==> config.mk <==
export PLATFORM = sky130hd
export DESIGN_NAME = loc_assembler_flat
export DESIGN_NICKNAME = d
export VERILOG_FILES = /design/src/rtl/loc_assembler_if.sv /design/src/rtl/loc_assembler.sv /design/src/flat_wrapper.sv
export SDC_FILE = /design/constraint.sdc
export NUM_CORES = 1
export LEC_CHECK = 0
export BUFFER_PORTS_ARGS = -buffer_cell sky130_fd_sc_hd__clkbuf_2
export CAP_MARGIN = 20
export CORE_ASPECT_RATIO = 1.1
export CORE_MARGIN = 1.5
export CORE_UTILIZATION = 55
export DETAILED_ROUTE_END_ITERATION = 7
export PLACE_DENSITY_LB_ADDON = 0.15
export SLEW_MARGIN = 20
export SYNTH_ARGS = -nofsm -noshare
export SYNTH_HDL_FRONTEND = slang
export SYNTH_SLANG_ARGS = --single-unit
==> constraint.sdc <==
create_clock -name clk -period 4.3 [get_ports clk]
set_input_delay 0.86 -clock clk [delete_from_list [all_inputs] [get_ports clk]]
set_output_delay 0.86 -clock clk [all_outputs]
set_load 0.05 [all_outputs]
==> src/rtl/loc_assembler_if.sv <==
// Handshake bundle between the location link and the byte assembler.
// Latency: none (wires only).
// Backpressure: carried by the hdr_ready, loc_ready and out_ready signals.
// Ports:
//   header: hdr_valid / hdr_ready / hdr_pc[3:0]
//   location: loc_valid / loc_ready / loc[2:0]
//   result: out_valid / out_ready / R[7:0] / PC[3:0] / err[3:0]
// The master modport drives headers and locations and consumes the result.
// The slave modport is the assembler side.
interface loc_assembler_if;
  logic       hdr_valid;
  logic       hdr_ready;
  logic [3:0] hdr_pc;
  logic       loc_valid;
  logic       loc_ready;
  logic [2:0] loc;
  logic       out_valid;
  logic       out_ready;
  logic [7:0] R;
  logic [3:0] PC;
  logic [3:0] err;

  modport master (
    output hdr_valid, hdr_pc, loc_valid, loc, out_ready,
    input  hdr_ready, loc_ready, out_valid, R, PC, err
  );

  modport slave (
    input  hdr_valid, hdr_pc, loc_valid, loc, out_ready,
    output hdr_ready, loc_ready, out_valid, R, PC, err
  );
endinterface

==> src/rtl/loc_assembler.sv <==
// Rebuilds a data byte from a popcount header plus one 3-bit location per set bit.
// Latency: out_valid rises the cycle after the last location is accepted.
//   It also rises the cycle after a 0 or >8 header is accepted.
// Backpressure: the result is held stable until out_ready.
//   No header or location is accepted while a result is pending.
// Ports:
//   clk, rst_n : clock and asynchronous active-low reset
//   bus        : loc_assembler_if.slave (header, location and result handshakes)
// Optional feature:
//   Define LOC_ORDER_CHECK_EN to flag non-increasing locations in err[2].
// err bits: [0] bad header, [1] duplicate, [2] order violation, [3] timeout.
module loc_assembler #(
  parameter int TIMEOUT = 16,
  parameter int TO_W    = 8
) (
  input  logic            clk,
  input  logic            rst_n,
  loc_assembler_if.slave  bus
);

  typedef enum logic [1:0] {IDLE, COLLECT, DONE} state_t;

  state_t          state, state_nxt;
  logic [7:0]      acc, acc_nxt;
  logic [3:0]      cnt, cnt_nxt;
  logic [3:0]      target, target_nxt;
  logic [3:0]      err_w, err_nxt;
  logic [TO_W-1:0] timer, timer_nxt;
  logic [7:0]      r_q;
  logic [3:0]      pc_q, err_q;
  logic            load_out;
  logic            hdr_ready_w, loc_ready_w, out_valid_w;
  logic [7:0]      loc_bit;
  logic            dup;
`ifdef LOC_ORDER_CHECK_EN
  logic [2:0]      prev_loc, prev_nxt;
`endif

  always_comb begin
    state_nxt   = state;
    acc_nxt     = acc;
    cnt_nxt     = cnt;
    target_nxt  = target;
    err_nxt     = err_w;
    timer_nxt   = timer;
    load_out    = 1'b0;
    hdr_ready_w = 1'b0;
    loc_ready_w = 1'b0;
    out_valid_w = 1'b0;
    loc_bit     = 8'd1 << bus.loc;
    dup         = 1'b0;
`ifdef LOC_ORDER_CHECK_EN
    prev_nxt    = prev_loc;
`endif
    case (state)
      IDLE: begin
        hdr_ready_w = 1'b1;
        if (bus.hdr_valid) begin
          acc_nxt    = 8'd0;
          cnt_nxt    = 4'd0;
          err_nxt    = 4'd0;
          timer_nxt  = '0;
          target_nxt = bus.hdr_pc;
          if (bus.hdr_pc == 4'd0) begin
            state_nxt = DONE;
            load_out  = 1'b1;
          end else if (bus.hdr_pc > 4'd8) begin
            // Illegal count: report it without consuming any locations.
            err_nxt[0] = 1'b1;
            state_nxt  = DONE;
            load_out   = 1'b1;
          end else begin
            state_nxt = COLLECT;
          end
        end
      end
      COLLECT: begin
        loc_ready_w = 1'b1;
        if (bus.loc_valid) begin
          dup        = |(acc & loc_bit);
          acc_nxt    = acc | loc_bit;
          cnt_nxt    = cnt + 4'd1;
          timer_nxt  = '0;
          err_nxt[1] = err_w[1] | dup;
`ifdef LOC_ORDER_CHECK_EN
          // The first location of a byte has no predecessor to compare with.
          err_nxt[2] = err_w[2] | dup | ((cnt != 4'd0) && (bus.loc <= prev_loc));
          prev_nxt   = bus.loc;
`endif
          if (cnt + 4'd1 == target) begin
            state_nxt = DONE;
            load_out  = 1'b1;
          end
        end else if ((TIMEOUT != 0) && (timer == TO_W'(TIMEOUT - 1))) begin
          // Abort and deliver the partial byte.
          err_nxt[3] = 1'b1;
          state_nxt  = DONE;
          load_out   = 1'b1;
        end else if (timer != '1) begin
          timer_nxt = timer + 1'b1;
        end
      end
      DONE: begin
        out_valid_w = 1'b1;
        if (bus.out_ready) state_nxt = IDLE;
      end
      default: state_nxt = IDLE;
    endcase
  end

  always_ff @(posedge clk or negedge rst_n) begin
    if (!rst_n) begin
      state  <= IDLE;
      acc    <= 8'd0;
      cnt    <= 4'd0;
      target <= 4'd0;
      err_w  <= 4'd0;
      timer  <= '0;
      r_q    <= 8'd0;
      pc_q   <= 4'd0;
      err_q  <= 4'd0;
    end else begin
      state  <= state_nxt;
      acc    <= acc_nxt;
      cnt    <= cnt_nxt;
      target <= target_nxt;
      err_w  <= err_nxt;
      timer  <= timer_nxt;
      // Result registers update only on entry to DONE.
      // They keep their value through IDLE and COLLECT of the next byte.
      if (load_out) begin
        r_q   <= acc_nxt;
        pc_q  <= cnt_nxt;
        err_q <= err_nxt;
      end
    end
  end

`ifdef LOC_ORDER_CHECK_EN
  always_ff @(posedge clk or negedge rst_n) begin
    if (!rst_n) prev_loc <= 3'd0;
    else        prev_loc <= prev_nxt;
  end
`endif

  assign bus.hdr_ready = hdr_ready_w;
  assign bus.loc_ready = loc_ready_w;
  assign bus.out_valid = out_valid_w;
  assign bus.R         = r_q;
  assign bus.PC        = pc_q;
  assign bus.err       = err_q;

endmodule

==> src/flat_wrapper.sv <==
// flat-port wrapper written by rule: the top's interface ports become plain ports
module loc_assembler_flat 
#(
  parameter int TIMEOUT = 16,
  parameter int TO_W    = 8
)
  (clk, rst_n, bus_hdr_valid, bus_hdr_pc, bus_loc_valid, bus_loc, bus_out_ready, bus_hdr_ready, bus_loc_ready, bus_out_valid, bus_R, bus_PC, bus_err);
  loc_assembler_if bus_i ();
  input  logic clk;
  input  logic rst_n;
  input wire logic [$bits(bus_i.hdr_valid)-1:0] bus_hdr_valid;
  input wire logic [$bits(bus_i.hdr_pc)-1:0] bus_hdr_pc;
  input wire logic [$bits(bus_i.loc_valid)-1:0] bus_loc_valid;
  input wire logic [$bits(bus_i.loc)-1:0] bus_loc;
  input wire logic [$bits(bus_i.out_ready)-1:0] bus_out_ready;
  output wire logic [$bits(bus_i.hdr_ready)-1:0] bus_hdr_ready;
  output wire logic [$bits(bus_i.loc_ready)-1:0] bus_loc_ready;
  output wire logic [$bits(bus_i.out_valid)-1:0] bus_out_valid;
  output wire logic [$bits(bus_i.R)-1:0] bus_R;
  output wire logic [$bits(bus_i.PC)-1:0] bus_PC;
  output wire logic [$bits(bus_i.err)-1:0] bus_err;
  assign bus_i.hdr_valid = bus_hdr_valid;
  assign bus_i.hdr_pc = bus_hdr_pc;
  assign bus_i.loc_valid = bus_loc_valid;
  assign bus_i.loc = bus_loc;
  assign bus_i.out_ready = bus_out_ready;
  assign bus_hdr_ready = bus_i.hdr_ready;
  assign bus_loc_ready = bus_i.loc_ready;
  assign bus_out_valid = bus_i.out_valid;
  assign bus_R = bus_i.R;
  assign bus_PC = bus_i.PC;
  assign bus_err = bus_i.err;
  loc_assembler #(.TIMEOUT(TIMEOUT), .TO_W(TO_W)) u_core (.clk(clk), .rst_n(rst_n), .bus(bus_i));
endmodule
==> flow_summary.toml <==
[run_status]
outcome = "complete, no violations"

[timing]
finalHoldViolCount = 0
worst-slew-pin-transition_ps = 1110
maxSlewViolCount = 0
tns_ps = 0
slew_headroom_pct = 26.02
fin_crit_sh_pct = 61.98
holdWs_ps = 509.1
max_freq_ghz = 0.3752
rsz0062_at_grt = "false"
final-setup-viol-count = 0
skew_ps = 8.015
min_period_ps = 2665

[synthesis]
syn_avg_cell_area_um2 = 11.66
synth_ff_type = "dfrtp_1"
ys_warn_count = 0
ys_seq_area_share_pct = 51.98
synth_cell_types = 42
synthMuxAreaShare_pct = 12.66
synthXorXnorAreaFrac_pct = 4.746
yosys.area.top_type_share_pct = 51.98
synth_top_family_by_area = "simple AND/OR/NAND/NOR gates"
synth_edf_count = 0
synth_compound_area_share_pct = 9.605
synthCells = 190
synthesis.nets = 204
ys_ff_latch = 46
synthSimpleGateAreaFrac_pct = 16.27
syn-cell-area_mm2 = 0.002215
synthTopCellsByArea = "dfrtp_1 52%, mux2_4 6.8%, xnor2_1 4.0%, nor2_1 3.4%, nand2_1 3.2%"
async_flop_share_pct = 100.0
yosysTopAreaCell = "dfrtp_1"
yosys.area_share.adder_pct = 1.130

[critical_path]
worst_ep_required_time_ps = 4480
reg2reg_depth = 6
worstPathMaxFanout = 16
worstPathArrival_ps = 2850
cp-endpoint = "u_core.bus.R[0]$_DFFE_PN0P_"
r2r-start = "u_core.cnt[0]$_DFF_PN0_"
critPathKind = "flip-flop to flip-flop"
r2r_end = "u_core.bus.R[0]$_DFFE_PN0P_"
r2r_setup_slack_ps = 1630
endpoint_kind = "flip-flop"
worstSetupStartpointType = "flip-flop"
crit_start = "u_core.cnt[0]$_DFF_PN0_"

[drt]
drt_iter0_drc = 89
drcViolationCount = 0
first_pass_iters = 4
vias = 1554
vias_per_cell = 5.651
routed_wl_um = 4225
wl_per_cell_um = 15.36
ant_nets = 0

[floorplanning]
core_area_mm2 = 0.003904
row_count = 24
start_util_pct = 56.73
fp.dieW_um = 63.50
dieArea_mm2 = 0.004416
die-height_um = 69.55
pin_count = 31

[clocking]
cts_resized = 0
cts_tree = "built"
clock_latency_ps = 290
clk_pin_slew_ps = 80
htreeDepth = 2
clkSinkCount = 46
postCtsSetupBuffers = 0
cts_buffer_depth = 2
cts_buffers = 5
root_buffer = "clkbuf_8"
hold_buffers = 0

[run]
drv_cap = 0

[global_route]
grt_max_degree = 47
grt_pass1_vias = 1617
overflow = 0
grt_antenna_before_repair = 0
grt_pass1_wl_um = 7383
track_usage_pct = 21.62

[placement]
place_congestion = 0.7869
hpwlAfterDp_um = 2986
portBuffers = 30

[cells_and_area]
fin_nets = 236
layout_commonest_cell = "dfrtp_1"
final_cell_mix = "46 x dfrtp_1, 29 x clkbuf_2, 20 x nor2_1, 19 x nand2_1"
area_delta_synth_final_pct = 12.03
diodes = 0
drive_gt1_share_pct = 27.80

[power_and_ir_drop]
ir_worst_vdd_uv = 340.3
p_leak_nw = 1.238
power.density_mw_per_mm2 = 662.8

[hold_path]
hp-class = "flip-flop to flip-flop"
[report_power, final]
group / internal (mW) / switching (mW)
sequential: 0.545 / 0.0813
combinational: 0.237 / 0.470
clock: 0.173 / 0.138
[per-layer routing]
metal  part of all wire [%]  GRT usage (%)  vias up
li1                       -              -      732
met1                     43          26.02      787
met2                     52          36.49       26
met3                    3.2          5.519        9
met4                    1.8          9.420        0
met5                      0              0        -
[registers in the layout, summed over array words and instances, names as in the netlist]
name            cells
u_core.acc          8
u_core.bus.R        8
u_core.timer        8
u_core.bus.PC       4
u_core.bus.err      4
u_core.cnt          4
u_core.err_w        4
u_core.target       4
u_core.state        2
[synth_stat cells, types with 4 or more instances]
cell	instances
mux2_4	10
mux2_2	6
nor2_1	20
nor3_1	4
nand3_1	4
mux2i_1	4
a21oi_1	5
nor2b_1	6
a31oi_1	4
o21ai_0	8
nand2_1	19
xnor2_1	10
dfrtp_1	46
[layout make-up]
type / instances / area [um^2]
Timing Repair Buffer: 31 / 160.2
Multi-Input combinational cell: 135 / 983.4
Clock buffer: 6 / 72.57
Sequential cell: 46 / 1151
Fill cell: 341 / 1423
Clock inverter: 2 / 37.54
Inverter: 3 / 11.26
Tap cell: 52 / 65.06
[cells by family after synthesis]
| family | count (synthesis) |
|---|---|
| AO/OA/AOI/OAI | 29 |
| XOR/XNOR | 12 |
| adder cells (fa/ha/maj) | 2 |
| buffers and inverters | 9 |
| flip-flops | 46 |
| multiplexers | 21 |
| AND/OR/NAND/NOR | 71 |
[worst min path at each step]
stage / to / depth (start not counted) / startpoint / slack [ps]
floorplan: u_core.err_w[0]$_DFF_PN0_ / 2 / u_core.err_w[0]$_DFF_PN0_ / 440
detailed placement: u_core.target[0]$_DFFE_PN0P_ / 2 / u_core.target[0]$_DFFE_PN0P_ / 490
CTS: u_core.target[0]$_DFFE_PN0P_ / 2 / u_core.target[0]$_DFFE_PN0P_ / 510
finish: u_core.target[0]$_DFFE_PN0P_ / 2 / u_core.target[0]$_DFFE_PN0P_ / 510
global route: u_core.err_w[0]$_DFF_PN0_ / 2 / u_core.err_w[0]$_DFF_PN0_ / 530
global placement: u_core.target[1]$_DFFE_PN0P_ / 2 / u_core.target[1]$_DFFE_PN0P_ / 480
[critical path, stage by stage (launching register included)]
cell and delay [ps]:
dfrtp_1 450, ha_1 260, xor2_1 180, xnor2_1 140
and3_4 190, a221oi_4 900, mux2_2 420
[through the flow]
step,setup WS (ps),instance area (um^2),cells,total power [mW],utilization [%]
2_1_floorplan,1953,2215,190,1.199,-
3_3_place_gp,1361,2369,267,1.322,60.67
3_5_place_dp,1309,2369,267,1.343,60.67
4_1_cts,1616,2479,275,1.660,63.49
5_1_grt,1490,2481,275,1.742,63.56
6_report,1635,2481,275,1.645,63.56
(Power assumes the default switching activity.)
